==> src/rtl/mapping_table_access_arbiter.sv <==
// Single-port owner of the frame-mapping table: clear sweep, config access, datapath lookups.
// Latency: config read and lookup results appear RAM_RD_LAT+1 cycles after issue; RAM port mux is combinational.
// Backpressure: config path never stalls; lookups are held off (ack low) by INIT or any config access.
// Optional: define MAPTBL_WR_FWD_EN to forward writes into lookups still waiting on RAM data.
module mapping_table_access_arbiter #(
    parameter int ADDR_W     = 5,
    parameter int TBL_DEPTH  = 32,
    parameter int DATA_W     = 163,
    parameter int RAM_RD_LAT = 2
) (
    input  logic              i_clk,
    input  logic              i_rst_n,
    input  logic              i_tbl_clr,
    output logic              o_init_done,
    input  logic [ADDR_W-1:0] iv_cfg_addr,
    input  logic [DATA_W-1:0] iv_cfg_wdata,
    input  logic              i_cfg_wr,
    input  logic              i_cfg_rd,
    output logic [DATA_W-1:0] ov_cfg_rdata,
    output logic              o_cfg_busy,
    input  logic              i_lkp_req,
    input  logic [ADDR_W-1:0] iv_lkp_addr,
    output logic              o_lkp_ack,
    output logic              o_lkp_valid,
    output logic [ADDR_W-1:0] ov_lkp_addr,
    output logic [DATA_W-1:0] ov_lkp_rdata,
    output logic              o_lkp_hit,
    output logic [15:0]       ov_lkp_stall_cnt,
    output logic [ADDR_W-1:0] ov_ram_addr,
    output logic [DATA_W-1:0] ov_ram_wdata,
    output logic              o_ram_wr,
    output logic              o_ram_rd,
    input  logic [DATA_W-1:0] iv_ram_rdata
);

    localparam logic [0:0] ST_INIT = 1'b0;
    localparam logic [0:0] ST_RUN  = 1'b1;
    localparam int         L       = RAM_RD_LAT;

    logic [0:0]        state;
    logic [ADDR_W-1:0] ptr;
    logic              cfg_rd_issue;
    logic [L-1:0]      cfg_vld;
    logic [L-1:0]      cfg_zero;
    logic [L-1:0]      tag_vld;
    logic [ADDR_W-1:0] tag_addr [L];
    logic [DATA_W-1:0] lkp_data;

    assign o_init_done  = (state == ST_RUN);
    assign o_cfg_busy   = (state == ST_INIT);
    // A simultaneous write wins; the read is dropped entirely.
    assign cfg_rd_issue = i_cfg_rd & ~i_cfg_wr;

    // Clear-sweep FSM: one entry per cycle, restartable at any time by i_tbl_clr.
    always_ff @(posedge i_clk or negedge i_rst_n) begin
        if (!i_rst_n) begin
            state <= ST_INIT;
            ptr   <= '0;
        end else if (i_tbl_clr) begin
            state <= ST_INIT;
            ptr   <= '0;
        end else if (state == ST_INIT) begin
            if (ptr == ADDR_W'(TBL_DEPTH - 1)) begin
                state <= ST_RUN;
                ptr   <= '0;
            end else begin
                ptr <= ptr + 1'b1;
            end
        end
    end

    // RAM port mux: sweep > config write > config read > lookup.
    always_comb begin
        ov_ram_addr  = '0;
        ov_ram_wdata = '0;
        o_ram_wr     = 1'b0;
        o_ram_rd     = 1'b0;
        o_lkp_ack    = 1'b0;
        if (i_rst_n) begin
            if (state == ST_INIT) begin
                ov_ram_addr = ptr;
                o_ram_wr    = 1'b1;
            end else if (i_cfg_wr) begin
                ov_ram_addr  = iv_cfg_addr;
                ov_ram_wdata = iv_cfg_wdata;
                o_ram_wr     = 1'b1;
            end else if (i_cfg_rd) begin
                ov_ram_addr = iv_cfg_addr;
                o_ram_rd    = 1'b1;
            end else if (i_lkp_req) begin
                ov_ram_addr = iv_lkp_addr;
                o_ram_rd    = 1'b1;
                o_lkp_ack   = 1'b1;
            end
        end
    end

    // Config read pipeline; reads issued during INIT never touch RAM and return zero.
    always_ff @(posedge i_clk or negedge i_rst_n) begin
        if (!i_rst_n) begin
            cfg_vld      <= '0;
            cfg_zero     <= '0;
            ov_cfg_rdata <= '0;
        end else begin
            cfg_vld[0]  <= cfg_rd_issue;
            cfg_zero[0] <= (state == ST_INIT);
            for (int i = 1; i < L; i++) begin
                cfg_vld[i]  <= cfg_vld[i-1];
                cfg_zero[i] <= cfg_zero[i-1];
            end
            if (cfg_vld[L-1]) begin
                ov_cfg_rdata <= cfg_zero[L-1] ? '0 : iv_ram_rdata;
            end
        end
    end

    // Lookup tag pipeline, aligned with RAM read latency.
    always_ff @(posedge i_clk or negedge i_rst_n) begin
        if (!i_rst_n) begin
            tag_vld <= '0;
            for (int i = 0; i < L; i++) tag_addr[i] <= '0;
        end else begin
            tag_vld[0]  <= o_lkp_ack;
            tag_addr[0] <= iv_lkp_addr;
            for (int i = 1; i < L; i++) begin
                tag_vld[i]  <= tag_vld[i-1];
                tag_addr[i] <= tag_addr[i-1];
            end
        end
    end

`ifdef MAPTBL_WR_FWD_EN
    logic [L-1:0]      fwd_vld;
    logic [DATA_W-1:0] fwd_dat [L];
    logic [L-1:0]      wr_hit;

    // Which in-flight lookups target the entry being written this cycle.
    always_comb begin
        wr_hit = '0;
        for (int i = 0; i < L; i++) begin
            wr_hit[i] = o_ram_wr && (tag_addr[i] == ov_ram_addr);
        end
    end

    // Carry the most recent overlapping write alongside each in-flight lookup.
    always_ff @(posedge i_clk or negedge i_rst_n) begin
        if (!i_rst_n) begin
            fwd_vld <= '0;
            for (int i = 0; i < L; i++) fwd_dat[i] <= '0;
        end else begin
            fwd_vld[0] <= 1'b0;
            fwd_dat[0] <= '0;
            for (int i = 1; i < L; i++) begin
                fwd_vld[i] <= wr_hit[i-1] | fwd_vld[i-1];
                fwd_dat[i] <= wr_hit[i-1] ? ov_ram_wdata : fwd_dat[i-1];
            end
        end
    end

    assign lkp_data = wr_hit[L-1]  ? ov_ram_wdata :
                      fwd_vld[L-1] ? fwd_dat[L-1] : iv_ram_rdata;
`else
    assign lkp_data = iv_ram_rdata;
`endif

    // Lookup result register: one-cycle valid pulse, payload held between results.
    always_ff @(posedge i_clk or negedge i_rst_n) begin
        if (!i_rst_n) begin
            o_lkp_valid  <= 1'b0;
            ov_lkp_addr  <= '0;
            ov_lkp_rdata <= '0;
            o_lkp_hit    <= 1'b0;
        end else begin
            o_lkp_valid <= tag_vld[L-1];
            if (tag_vld[L-1]) begin
                ov_lkp_addr  <= tag_addr[L-1];
                ov_lkp_rdata <= lkp_data;
                o_lkp_hit    <= lkp_data[DATA_W-1];
            end
        end
    end

    // Saturating stall counter; survives table clears on purpose.
    always_ff @(posedge i_clk or negedge i_rst_n) begin
        if (!i_rst_n) begin
            ov_lkp_stall_cnt <= '0;
        end else if ((state == ST_RUN) && i_lkp_req && !o_lkp_ack &&
                     (ov_lkp_stall_cnt != 16'hFFFF)) begin
            ov_lkp_stall_cnt <= ov_lkp_stall_cnt + 16'd1;
        end
    end

endmodule

==> config.mk <==
export PLATFORM = sky130hd
export DESIGN_NAME = mapping_table_access_arbiter
export DESIGN_NICKNAME = d
export VERILOG_FILES = /design/src/rtl/mapping_table_access_arbiter.sv
export SDC_FILE = /design/constraint.sdc
export NUM_CORES = 1
export LEC_CHECK = 0
export BUFFER_PORTS_ARGS = -buffer_cell sky130_fd_sc_hd__buf_4
export CAP_MARGIN = 5
export CORE_AREA = 2 2 335 337
export CTS_CLUSTER_SIZE = 28
export DETAILED_ROUTE_END_ITERATION = 7
export DIE_AREA = 0 0 337 339
export MAX_ROUTING_LAYER = met4
export PLACE_DENSITY_LB_ADDON = 0.1
export SLEW_MARGIN = 20
export SYNTH_ARGS = -nofsm -noshare
export SYNTH_HDL_FRONTEND = slang
export SYNTH_SLANG_ARGS = --single-unit
==> constraint.sdc <==
create_clock -name i_clk -period 1.8 [get_ports i_clk]
set_input_delay 0.36 -clock i_clk [delete_from_list [all_inputs] [get_ports i_clk]]
set_output_delay 0.36 -clock i_clk [all_outputs]
set_load 0.01 [all_outputs]
==> results.md, run 1 <==
- Status: finished with violations
- Failing checks: setup timing
- Top-level port count: 864
- Setup violators final: 173
- Number of synthesized flops with an enable pin: 0
- Clock share of power: 48.3%
- Area of all sequential standard cells: 0.009271 mm2
- Remaining global-route overflow: 0
- Number of max-cap violations: 0
- Clock Latency Late Sink: 620 ps
- Top_reg_cell synth: dfrtp_1
- Clock Tree Buf Depth: 3
- Largest net degree at the start of global routing: 131
- Largest delay contributor family on the critical path: buffers and inverters
- Psw: 4.914 mW
- Reg2reg start: ov_lkp_stall_cnt[0]
- Sequential share of the synthesized area: 57.74%
- HPWL after DPL: 66080 um
- Share of layout cells above drive strength 1: 51.52%
- Fin crit share: 125.0%
- Slew at the pin with the worst max-slew slack: 866.6 ps
- Max Clk Rate: 0.4444 GHz
- Critical path class: register to primary output
- Final Critical Period: 2250 ps
- Overall routing resource usage: 14.94%
- DR iter-0 viols: 546
- Core footprint: 0.1104 mm2
- Setup WS pre-CTS: -5.092 ps
- Internal: 15.05 mW
- Die height: 339 um
- Initial antenna violation count: 23
- Synth Area per Inst: 11.51 um2
- WL per Instance: 21.70 um
- Switch share: 24.62%
- WP data required: 1440 ps
- Post-synth net total: 1738
- Die area: 0.1142 mm2
- Synthesized flop and latch total: 370
- Most frequent cell after synthesis: dfrtp_1
- CP endpoint kind: primary output
- Class of the worst hold path: input pin to async pin
- Vias per cell: 3.638
- Final layout net count: 2811
- Fill cell count: 11844
- Worst setup margin: -450.1 ps
- Post-synth ARST share: 100.0%
- Max VDD drop: 632.9 uV
- Critical path cell sequence: and3_4 -> buf_4 -> buf_12 -> and2_1 -> buf_4
- Seq pwr share: 42.6%
- Drt first pass iters: 5
- CP max FO: 23
- Placed cell area: 0.02458 mm2
- GP Congestion: 0.9044
- PortBufs: 863
- H-tree Lvls: 2
- Initial Util: 14.53%
- Global-route wire length before repair: 119500 um
- Skew final: 29.02 ps
- CP max stage cell: dfrtp_2
- Placement Rows: 122
- Slowest stage delay, CP: 420 ps
- Synth-to-Final Area Change: 80.44%
- TritonCTS clock tree: yes
- Syn Std Cell Area: 0.01604 mm2
- Final wirelength: 87000 um
- Syn Inst Count: 1393
- Post-route ant nets: 0
- Vias in the first global route: 15715
- # DRC: 0
- Logic pwr share: 9.2%
- Setup crit start kind: register
- Yosys warns: 0
- Synth unique cells: 41
- Slew headroom: 42.23%
- Cell taking the most area after synthesis: dfrtp_1
- Synth top area cells: dfrtp_1 58%, mux2_2 12%, nand3b_1 7.7%, and2_1 6.4%, o21ai_0 5.2%
- Finished Cell Area: 0.02893 mm2
- Top post-synthesis cells by count: 370 x dfrtp_1, 169 x mux2_2, 166 x o21ai_0
- Clock sinks: 370
- Cell mode on critical path: buf_4
- Leakage Power: 14.01 nW
- Cts bufs inserted: 50
- Setup TNS: -66240 ps
- Max Slew Vio Count: 0
- RSZ-0062 raised after global routing: yes
- Clock Tree Root: clkbuf_16
- Pwr dens: 689.9 mW/mm2
- Via Count: 14586
- Multi-input gate area in the final layout: 0.005966 mm2
- Worst Setup SP: o_init_done
- CP bufs+invs: 3
- Critical Path AT: 1890 ps
- Share of the synthesized area in the top cell type: 57.74%
- Endpoints failing hold: 0
- Die W: 337 um
- Worst-path clk slew: 50 ps
[metal layers]
metal	GRT usage, %	vias to the layer above	wire length (um)
li1	-	6789	-
met1	14.97	7179	30690
met2	27.57	535	46870
met3	5.560	83	7654
met4	2.725	0	1789
met5	-	-	0
[what timing repair did]
item | 4_1_cts | 5_1_grt
resized for setup | 125 | 60
endpoints found under the setup margin | 173 | 186
gates cloned | 8 | 8
endpoints found under the hold margin | 363 | 0
hold buffers | 173 | 0
buffers inserted | 14 | 4
pin swaps | 7 | 50
[power by group through the flow]
stage	clock, mW	sequential, mW	combinational [mW]
2_1_floorplan	0	8.67	0.215
3_5_place_dp	0	8.64	1.56
4_1_cts	10.2	8.49	1.89
6_report	9.64	8.50	1.83
3_3_place_gp	0	8.64	1.55
5_1_grt	10.5	8.50	1.97
[sequential cells by signal, indices dropped and copies added (netlist names)]
name and cells:
o_init_done 1, ov_cfg_rdata 163, ov_lkp_stall_cnt 16, tag_addr 10, ptr 5, ov_lkp_addr 5
o_lkp_valid 1, cfg_vld 2, cfg_zero 2, ov_lkp_rdata 163, tag_vld 2
[through the flow]
stage | std cells | utilization, % | hold slack (ps) | power [mW]
after floorplan | 1393 | - | 64.41 | 8.890
after global placement | 3697 | 22.27 | 333.3 | 10.19
after detailed placement | 3697 | 22.27 | 334.7 | 10.20
after CTS | 3978 | 25.83 | 34.12 | 20.55
after global routing | 4009 | 26.22 | 35.23 | 20.97
final | 4009 | 26.22 | 74.28 | 19.96
[cell families (layout without fill, tap and decap cells)]
kind of cell,after synthesis,count (layout),synth area share (%)
DFF,370,370,57.74
adders and majority gates,3,3,0.2341
and+or+nand+nor,381,382,16.35
muxes,171,171,11.99
buffers and inverters,264,1370,6.578
xor gates and xnor gates,14,14,0.7647
AOI/OAI and AO/OA,190,190,6.344
other,0,21,0
[cells in the final DEF, fill, tap and decap left out, drive strengths merged]
master and n:
and3 7, ha 3, nand2 5, and4b 1, nand4b 1, xnor2 14
dfrtp 370, inv 167, o211ai 4, clkinv 6, bufinv 2, and4 3
nor3b 3, nor2 11, dlygate4sd3 173, diode 21, o21a 1, nor4 1
and2 163, o2111ai 1, nor3 2, o21ai 173, mux2i 2, nand3b 165
nand4 5, nor2b 1, mux2 169, buf 940, a31oi 4, a21oi 4
clkbuf 82, o211a 3, nand3 14
[worst paths after layout]
| check | endpoint | cells after the start | slack (ps) |
|---|---|---|---|
| setup / recovery | ov_ram_wdata[123] | 5 | -450 |
| hold / removal | ov_lkp_rdata[152] | 3 | 70 |
| setup reg to reg | ov_lkp_stall_cnt[1] | 5 | 120 |
| hold reg to reg | tag_addr[3] | 0 | 350 |
| max in group asynchronous | cfg_vld[1] | 3 | 570 |
| min in group i_clk | cfg_vld[0] | 2 | 80 |
[layout make-up]
cell class / count / share of cell area, %
antenna: 21 / 0.1816
clock buffer: 76 / 4.835
clock inverter: 10 / 0.5103
inverter: 165 / 2.158
multi-input combinational: 760 / 20.62
sequential: 370 / 32.04
tap: 1488 / 6.435
timing repair buffer: 1119 / 33.22
[worst min-delay path: stages]
cell and delay, ps:
buf_8 140, buf_4 180, buf_12 430
No activity file was read; power rests on OpenSTA's default activity.
==> run 2: changes to the inputs <==
--- a/config.mk
+++ b/config.mk
@@ -12,7 +12,7 @@
 export DETAILED_ROUTE_END_ITERATION = 7
 export DIE_AREA = 0 0 337 339
 export MAX_ROUTING_LAYER = met4
-export PLACE_DENSITY_LB_ADDON = 0.1
+export PLACE_DENSITY_LB_ADDON = 0.08
 export SLEW_MARGIN = 20
 export SYNTH_ARGS = -nofsm -noshare
 export SYNTH_HDL_FRONTEND = slang
==> results.md, run 2 (same netlist as run 1, synthesis figures left out) <==
- Status: finished with violations (unchanged)
- Failing checks: setup timing (unchanged)
- Worst-path clk slew: 60 ps (was 50 ps)
- Number of max-cap violations: 0 (unchanged)
- GP Congestion: 0.9142 (was 0.9044)
- Fin crit share: 122.0% (was 125.0%)
- Placement Rows: 122 (unchanged)
- Critical path depth in cells: 5 (unchanged)
- PortBufs: 863 (unchanged)
- CP max FO: 18 (was 23)
- # DRC: 0 (unchanged)
- Slew headroom: 38.11% (was 42.23%)
- Slowest stage delay, CP: 380 ps (was 420 ps)
- Pwr dens: 709.1 mW/mm2 (was 689.9 mW/mm2)
- WHS: 28.17 ps (was 74.28 ps)
- Initial Util: 14.53% (unchanged)
- Most frequent cells in the layout: 843 x buf_4, 366 x dfrtp_1, 173 x dlygate4sd3_1 (was 835 x buf_4, 366 x dfrtp_1, 173 x dlygate4sd3_1)
- Final Power: 20.35 mW (was 19.96 mW)
- Fill cell count: 11828 (was 11844)
- Max Clk Rate: 0.4553 GHz (was 0.4444 GHz)
- Critical Path AT: 1840 ps (was 1890 ps)
- Worst setup margin: -396.4 ps (was -450.1 ps)
- Top-level port count: 864 (unchanged)
- Largest delay contributor family on the critical path: buffers and inverters (unchanged)
- Placed Instances: 3687 (was 3697)
- Clock Tree Buf Depth: 3 (unchanged)
- Die height: 339 um (unchanged)
- WL per Instance: 21.49 um (was 21.70 um)
- Largest regs: ov_cfg_rdata x163, ov_lkp_rdata x163, ov_lkp_stall_cnt x16 (unchanged)
- HPWL after DPL: 65530 um (was 66080 um)
- Overall routing resource usage: 14.88% (was 14.94%)
- Critical path class: register to primary output (unchanged)
- TritonCTS clock tree: yes (unchanged)
- Largest net degree at the start of global routing: 126 (was 131)
- Initial antenna violation count: 13 (was 23)
- Skew final: 24.14 ps (was 29.02 ps)
- Clock Latency Late Sink: 620 ps (about the same)
- Vias per cell: 3.663 (was 3.638)
- Critical path cell sequence: and3_4 -> buf_12 -> buf_16 -> and2_1 -> buf_4 (was and3_4 -> buf_4 -> buf_12 -> and2_1 -> buf_4)
- Max VDD drop: 542.2 uV (was 632.9 uV)
- Post-layout util: 26.01% (was 26.22%)
- Setup crit start kind: register (unchanged)
- Endpoints failing hold: 0 (unchanged)
- Slew at the pin with the worst max-slew slack: 925.4 ps (was 866.6 ps)
- Core footprint: 0.1104 mm2 (unchanged)
- Die W: 337 um (unchanged)
- Final wirelength: 85580 um (was 87000 um)
- Final layout net count: 2789 (was 2811)
- CP bufs+invs: 3 (unchanged)
- Setup WS pre-CTS: 37.48 ps (was -5.092 ps)
- Setup TNS: -60810 ps (was -66240 ps)
- Drt first pass iters: 5 (unchanged)
- Final Critical Period: 2196 ps (was 2250 ps)
- Placed cell area: 0.02453 mm2 (was 0.02458 mm2)
- Via Count: 14589 (was 14586)
- Synth-to-Final Area Change: 78.98% (was 80.44%)
- Max Slew Vio Count: 0 (unchanged)
- Clock sinks: 370 (unchanged)
- CP max stage cell: dfrtp_1 (was dfrtp_2)
- Class of the worst hold path: input pin to async pin (unchanged)
- RSZ-0062 raised after global routing: yes (unchanged)
- WP data required: 1440 ps (about the same)
- Global-route wire length before repair: 118900 um (was 119500 um)
- CP endpoint kind: primary output (unchanged)
- Post-route ant nets: 0 (unchanged)
- Setup violators final: 173 (unchanged)
- H-tree Lvls: 2 (unchanged)
- Remaining global-route overflow: 0 (unchanged)
- Vias in the first global route: 16010 (was 15715)
- Die area: 0.1142 mm2 (unchanged)
- Cts bufs inserted: 50 (unchanged)
- Clock Tree Root: clkbuf_16 (unchanged)
- Area of all sequential standard cells: 0.009271 mm2 (unchanged)
- Multi-input gate area in the final layout: 0.005904 mm2 (was 0.005966 mm2)
- Most common cell after layout, fill and taps aside: buf_4 (unchanged)
- Share of layout cells above drive strength 1: 50.44% (was 51.52%)
- Finished Layout Cells: 3983 (was 4009)
- Finished Cell Area: 0.02870 mm2 (was 0.02893 mm2)
- FF-to-FF path depth: 6 (was 5)
- DR iter-0 viols: 465 (was 546)
- Leakage Power: 13.91 nW (was 14.01 nW)
-- run 2: layout make-up --
cell class / instances / area share [%]
repair buffers: 1098 / 32.57
flip-flops and latches: 370 / 32.30
multi-input cells: 759 / 20.57
well taps: 1488 / 6.487
clock buffers: 77 / 5.201
inverters: 165 / 2.171
clock inverters: 13 / 0.5798
diodes: 13 / 0.1133
-- run 2: layer usage --
metal	vias up	wire length, um	track usage (%)	part of all wire, %
met5	-	0	-	0
met2	564	47590	28.41	56
met4	0	2949	5.041	3.4
met1	7181	27360	13.18	32
li1	6740	-	-	-
met3	104	7681	5.606	9.0
-- run 2: tightest hold or removal path, stage by stage --
cell and delay (ps):
buf_8 120, buf_12 190, buf_12 360
-- run 2: timing repair --
| item | CTS | global route |
|---|---|---|
| cloned | 6 | 4 |
| buffers inserted | 8 | 2 |
| hold buffers | 173 | 0 |
| pin swaps | 6 | 3 |
| resized for setup | 72 | 51 |
| endpoints found under the hold margin | 356 | 0 |
| endpoints found under the setup margin | 172 | 179 |
-- run 2: report_power, final --
| group | internal, mW | switching (mW) |
|---|---|---|
| registers | 8.43 | 0.0585 |
| clock network | 6.00 | 4.04 |
| logic | 0.978 | 0.844 |
| total | 15.4 | 4.94 |
-- run 2: path summary, 6_finish.rpt --
path                       slack (ps)              from                   end
setup reg to reg                  110       o_init_done  ov_lkp_stall_cnt[12]
min in group i_clk                 60  iv_ram_rdata[41]      ov_lkp_rdata[41]
setup / recovery                 -400       o_init_done      ov_ram_wdata[31]
hold / removal                     30           i_rst_n      ov_cfg_rdata[23]
hold reg to reg                   350       tag_addr[9]           tag_addr[4]
max in group asynchronous         520           i_rst_n      ov_cfg_rdata[19]
